===== src/rtl/l2c_refill.sv =====
// L2C refill engine: takes one miss request at a time, issues it to the network
// interface and writes returned read data into the L2 data array.
module l2c_refill #(
    parameter int LINE_LOG2 = 4
) (
    input  logic        Clk,
    input  logic        Reset,
    input  logic        i_miss_valid,
    input  logic [31:0] i_miss_adr,
    input  logic [1:0]  i_miss_flags,
    input  logic        i_miss_wen,
    input  logic [31:0] i_miss_wdata,
    input  logic        i_dl2_sel,
    output logic        o_miss_stall,
    output logic        o_req_valid,
    output logic [31:0] o_req_adr,
    output logic        o_req_wen,
    output logic        o_req_line,
    output logic [31:0] o_req_data,
    input  logic        i_req_ack,
    input  logic        i_rsp_valid,
    input  logic [31:0] i_rsp_data,
    output logic        o_fill_we,
    output logic [31:0] o_fill_adr,
    output logic [31:0] o_fill_data,
    output logic        o_fill_dc,
    output logic        o_fill_done
);

    localparam logic [3:0] S_IDLE = 4'b0001;
    localparam logic [3:0] S_REQ  = 4'b0010;
    localparam logic [3:0] S_FILL = 4'b0100;
    localparam logic [3:0] S_DONE = 4'b1000;

    logic [3:0]           r_state;
    logic [31:0]          r_adr;
    logic                 r_line;
    logic                 r_wen;
    logic [31:0]          r_wdata;
    logic                 r_dc;
    logic [LINE_LOG2-1:0] r_cnt;
    logic                 r_fill_we;
    logic [31:0]          r_fill_adr;
    logic [31:0]          r_fill_data;

    logic                 w_line_req;
    logic                 w_last;
    logic [31:0]          w_fill_adr;

    // Stores are always single-word, whatever the cacheability flags say.
    assign w_line_req = i_miss_flags[1] & ~i_miss_flags[0] & ~i_miss_wen;
    assign w_last     = r_line ? (r_cnt == {LINE_LOG2{1'b1}}) : 1'b1;
    assign w_fill_adr = r_line ? {r_adr[31:LINE_LOG2+2], r_cnt, 2'b00} : r_adr;

    always_ff @(posedge Clk) begin
        if (Reset) begin
            r_state     <= S_IDLE;
            r_adr       <= '0;
            r_line      <= 1'b0;
            r_wen       <= 1'b0;
            r_wdata     <= '0;
            r_dc        <= 1'b0;
            r_cnt       <= '0;
            r_fill_we   <= 1'b0;
            r_fill_adr  <= '0;
            r_fill_data <= '0;
        end else begin
            r_fill_we <= 1'b0;
            case (r_state)
                S_IDLE: begin
                    if (i_miss_valid) begin
                        r_adr   <= i_miss_adr;
                        r_line  <= w_line_req;
                        r_wen   <= i_miss_wen;
                        r_wdata <= i_miss_wdata;
                        r_dc    <= i_dl2_sel;
                        r_cnt   <= '0;
                        r_state <= S_REQ;
                    end
                end
                S_REQ: begin
                    if (i_req_ack) begin
                        r_state <= r_wen ? S_DONE : S_FILL;
                    end
                end
                S_FILL: begin
                    if (i_rsp_valid) begin
                        r_fill_we   <= 1'b1;
                        r_fill_adr  <= w_fill_adr;
                        r_fill_data <= i_rsp_data;
                        r_cnt       <= r_cnt + 1'b1;
                        if (w_last) begin
                            r_state <= S_DONE;
                        end
                    end
                end
                S_DONE: begin
                    r_state <= S_IDLE;
                end
                default: begin
                    r_state <= S_IDLE;
                end
            endcase
        end
    end

    // Done lands on the final write because the write is registered on the
    // same edge that moves the FSM into S_DONE.
    assign o_miss_stall = (r_state != S_IDLE);
    assign o_req_valid  = (r_state == S_REQ);
    assign o_fill_done  = (r_state == S_DONE);
    assign o_req_adr    = r_adr;
    assign o_req_wen    = r_wen;
    assign o_req_line   = r_line;
    assign o_req_data   = r_wdata;
    assign o_fill_we    = r_fill_we;
    assign o_fill_adr   = r_fill_adr;
    assign o_fill_data  = r_fill_data;
    assign o_fill_dc    = r_dc;

endmodule


===== config.mk =====
export PLATFORM = sky130hd
export DESIGN_NAME = l2c_refill
export DESIGN_NICKNAME = d
export VERILOG_FILES = /design/src/rtl/l2c_refill.sv
export SDC_FILE = /design/constraint.sdc
export NUM_CORES = 1
export LEC_CHECK = 0
export BUFFER_PORTS_ARGS = -buffer_cell sky130_fd_sc_hd__buf_2
export CORE_MARGIN = 2
export CORE_UTILIZATION = 45
export DETAILED_ROUTE_END_ITERATION = 8
export PLACE_DENSITY = 0.83
export SYNTH_ARGS = -nofsm -noshare
export SYNTH_HDL_FRONTEND = slang
export SYNTH_SLANG_ARGS = --single-unit

===== constraint.sdc =====
create_clock -name Clk -period 3.3 [get_ports Clk]
set_clock_uncertainty 0.15 [all_clocks]
set_input_delay 0.33 -clock Clk [delete_from_list [all_inputs] [get_ports Clk]]
set_output_delay 0.33 -clock Clk [all_outputs]
set_load 0.05 [all_outputs]

# Word level (Yosys, flattened, before mapping)
# Cells that the tools add are included.
# op_classes
add_sub_neg,1
eq_ne,10
mux,12
bitwise,5
n_reduce_logical,6
# ops
op,count
$mux W4,7
$pmux W4 S3,1
$eq A4 B4 Y1 const B,2
$pmux W4 S2,1
$mux W6,1
$ne A2 B2 Y1 const B,3
$add A4 B1 Y4 const B,1
$eq A4 B1 Y1 const B,1
$eq A4 B2 Y1 const B,1
$eq A4 B3 Y1 const B,1
$ne A4 B1 Y1 const B,1
$reduce_and A2 Y1,2
$reduce_and A4 Y1,1
$not A1 Y1,3
$reduce_and A3 Y1,1
$and A1 B1 Y1,2
$mux W1,2
$ne A2 B1 Y1 const B,1
$reduce_bool A2 Y1,1
$reduce_or A2 Y1,1
# totals
reg_bits,140
output_inout_bits,135
elab_cells,44

# Depth between registers and ports, before layout
# depth
depth_word,5
mapped_depth,8

# Worst setup path after synthesis
# No wires, ideal clock.
# synth_timing
kind,flip-flop to flip-flop
start,register r_line (netlist: o_req_line)
end,register r_state[2]
setup_ns,0.059
arrival_time_ns,1.601
required_ns,3.091
slack_ns,1.489
path_stages_with_launch,5
n_path_buf,1
synth_period_minus_slack_ns,1.811
path_cell_list,dfxtp_1 > buf_1 > a211oi_1 > nor4_1 > a31o_1
# synth_via
elab_chain_len,3
# synth_lines
element,line,text
"start, declared",37,logic r_line;
"start signal, assigned",73,r_line <= w_line_req;
$mux W1,52,assign w_last = r_line ? (r_cnt == {LINE_LOG2{1'b1}}) : 1'b1;
$ne A2 B2 Y1 (no line),-,
$reduce_and A4 Y1 (no line),-,
"end signal, assigned",83,r_state <= r_wen ? S_DONE : S_FILL;
"end, declared",35,logic [3:0] r_state;
# Every way passes these cells.
# A chain may end at the register's enable or synchronous reset.

# Final worst setup path
# layout_timing
start,register r_state[2]
end,register r_fill_data[6] (netlist: o_fill_data[6])
# layout_via
elab_chain_len,2
# layout_lines
element,line,text
$eq A4 B3 Y1,69,case (r_state)
$reduce_and A2 Y1 (no line),-,
"end signal, assigned",90,r_fill_data <= i_rsp_data;
"end, declared",44,logic [31:0] r_fill_data;
# Every way passes these cells.

==> impl_metrics.toml <==
[drt]
post-route-drc-count = 0
drtAntennaViolNets = 0
first_pass_iters = 5
via_per_inst = 4.98
avgRoutedWirePerCell_um = 14.6
finalWirelength_mm = 15.6
drt_iter0_drc = 442
vias = 5327

[floorplanning]
die_h_um = 112
rows = 39
core_mm2 = 0.0114
start_util = 0.459
io_pins = 240
dieWidth_um = 112
die_area_mm2 = 0.0125

[worst_setup_path]
arrival_ns = 2.53
start_kind = "flop"
critPathMaxFanout = 38
endpoint_kind = "flop"
cp.required_ns = 3.42
critPathKind = "reg2reg"

[finish]
multiInputGateArea_mm2 = 0.00200
antenna_cells = 0
nets = 1019
fin_util = 0.659
instances_no_fill = 1069
ff_latch_area_mm2 = 0.00280
fillers = 892
area_growth_pct = 43.5
drive_gt1_frac = 0.302

[timing]
maxSlewViolCount = 0
hold_viol_final = 0
worstMarginPinSlew_ns = 0.805
grt_setup_unrepaired = "false"
setup_ws_ns = 0.887
period_share = 0.731
setup_violations = 0
slew_headroom = 0.464
setup-tns-final_ns = 0
min_period_ns = 2.41
max_freq_mhz = 414

[synthesis]
syn_inst = 656
ys.flop_type = "dfxtp_1"
yosysSeqAreaShare = 0.537
syn-num-nets = 762
synth_commonest_cells = "253 x nand2_1, 140 x dfxtp_1, 128 x a21oi_1, 31 x buf_4, 24 x clkbuf_1"
yosysTopAreaCellShare = 0.537
synth.avg_cell_area_um2 = 7.96
synth_top_cell_by_area = "dfxtp_1"
async_flop_share = 0
synth.most_common_cell = "nand2_1"
syn_area_mm2 = 0.00522
ys_ff_latch = 140
yosys-top-cells-area = "dfxtp_1 54%, nand2_1 18%, a21oi_1 12%, buf_4 4.5%, clkbuf_1 1.7%"
synth-edff-count = 0
yosys_warnings = 0
ys_types = 36

[global_routing]
grt_max_degree = 78
grt_first_pass_wirelength_mm = 24.8
antenna_found_initial = 0
grt_pass1_vias = 5164
overflow = 0
grt.total_usage = 0.248

[clocking]
cts_tree = "yes"
root_buffer = "clkbuf_16"
clk_path_buf_depth = 2
htreeDepth = 4
cts_resized = 0
post_cts_buffers = 0
cts_made_buffers = 17
path_clk_slew_ns = 0.06
clkSinkCount = 140
clkLatencyLatePin_ns = 0.42

[place]
placed_cells = 973
portBuffers = 239
pre_cts_slack_ns = 0.932
gp_congestion = 0.835
dp_hpwl_mm = 9.41

[pwr]
p_per_area_mw_per_mm2 = 579
p_sw_frac = 0.276
clockPowerShare = 0.426
p_int_w = 0.00314
power.total_w = 0.00434
switching_power_w = 0.00120
seqPwrFrac = 0.417
p_leak_nw = 3.37
ir_worst_vdd_mv = 0.467
pwr-share-comb = 0.157

[outcome]
status = "finished clean"

[job]
maxCapViolCount = 0

[hold_path]
hold_path_class = "in2reg"
## registers in the layout, indices dropped and copies added (netlist names)
name and flops:
r_cnt 4, o_fill_data 32, o_req_line 1, o_fill_we 1, o_fill_adr 32, r_state 4
o_req_adr 32, o_fill_dc 1, o_req_data 32, o_req_wen 1
## cells in the final DEF, fill, tap and decap left out, drive strengths merged, types with 2 or more instances in the layout
master,Yosys,routed
a21oi,128,128
clkinv,0,4
and3b,2,2
nand3,3,3
nor2b,2,2
inv,3,3
or3,2,2
o21ai,3,3
nand3b,3,3
buf,49,247
nand2,253,253
nor3b,2,2
nor3,4,4
a31oi,2,2
and3,2,2
nor2,12,12
clkbuf,24,25
dfxtp,140,140
mux2i,5,5
bufinv,0,2
a211oi,6,6
dlygate4sd3,0,64
## logic make-up after synthesis
logic type      synth area share
simple gates               0.226
compound gates             0.143
flops                      0.537
buf+inv                   0.0810
mux                      0.00959
xor+xnor                 0.00168
fa+ha+maj                0.00240
## final cells by class
class                   count  area share
repair buffers            311       0.257
flip-flops and latches    140       0.374
well taps                 143      0.0239
multi-input cells         440       0.267
clock inverters             7      0.0117
clock buffers              25      0.0648
inverters                   3     0.00150
## per-stage QoR
| stage | hold WS [ns] | cell area [um2] |
|---|---|---|
| floorplan | 0.282 | 5220 |
| global placement | 0.289 | 6280 |
| detailed placement | 0.293 | 6280 |
| CTS | 0.000267 | 7490 |
| global route | 0.00361 | 7490 |
| finish | 0.00572 | 7490 |
## what timing repair did
| item | CTS | global route |
|---|---|---|
| setup endpoints to repair | 0 | 0 |
| hold endpoints to repair | 64 | 0 |
| hold buffers | 64 | 0 |
## worst max-delay path, cell delays in order (launching register included)
cell     delay [ns]
dfxtp_1        0.53
nor2b_2        0.29
nand3_2        0.63
buf_4          0.47
nand2_1        0.11
a21oi_1        0.07
## path summary, 6_finish.rpt
check | start | to | slack, ns | cells past startpoint
worst max-delay path | r_state[2] | o_fill_data[6] | 0.89 | 5
worst min-delay path | i_miss_adr[1] | o_req_adr[1] | 0.006 | 3
worst max register to register | r_state[2] | o_fill_data[6] | 0.89 | 5
worst min register to register | o_req_data[11] | o_req_data[11] | 0.30 | 2
## power groups by stage
| stage | Clock [W] | Sequential (W) | Combinational (W) |
|---|---|---|---|
| final | 0.00185 | 0.00181 | 0.000679 |
| after global routing | 0.00196 | 0.00182 | 0.000725 |
| after CTS | 0.00187 | 0.00181 | 0.000671 |
| after detailed placement | 0 | 0.00184 | 0.000610 |
| after global placement | 0 | 0.00184 | 0.000605 |
| after floorplan | 0 | 0.00198 | 0.000333 |
## layer usage
| layer | vias up | part of all wire | GRT usage |
|---|---|---|---|
| li1 | 2622 | - | - |
| met1 | 2438 | 0.39 | 0.279 |
| met2 | 199 | 0.50 | 0.417 |
| met3 | 68 | 0.057 | 0.0621 |
| met4 | 0 | 0.055 | 0.161 |
| met5 | - | 0 | 0 |
Note: power is estimated with default switching activity, not from simulation.
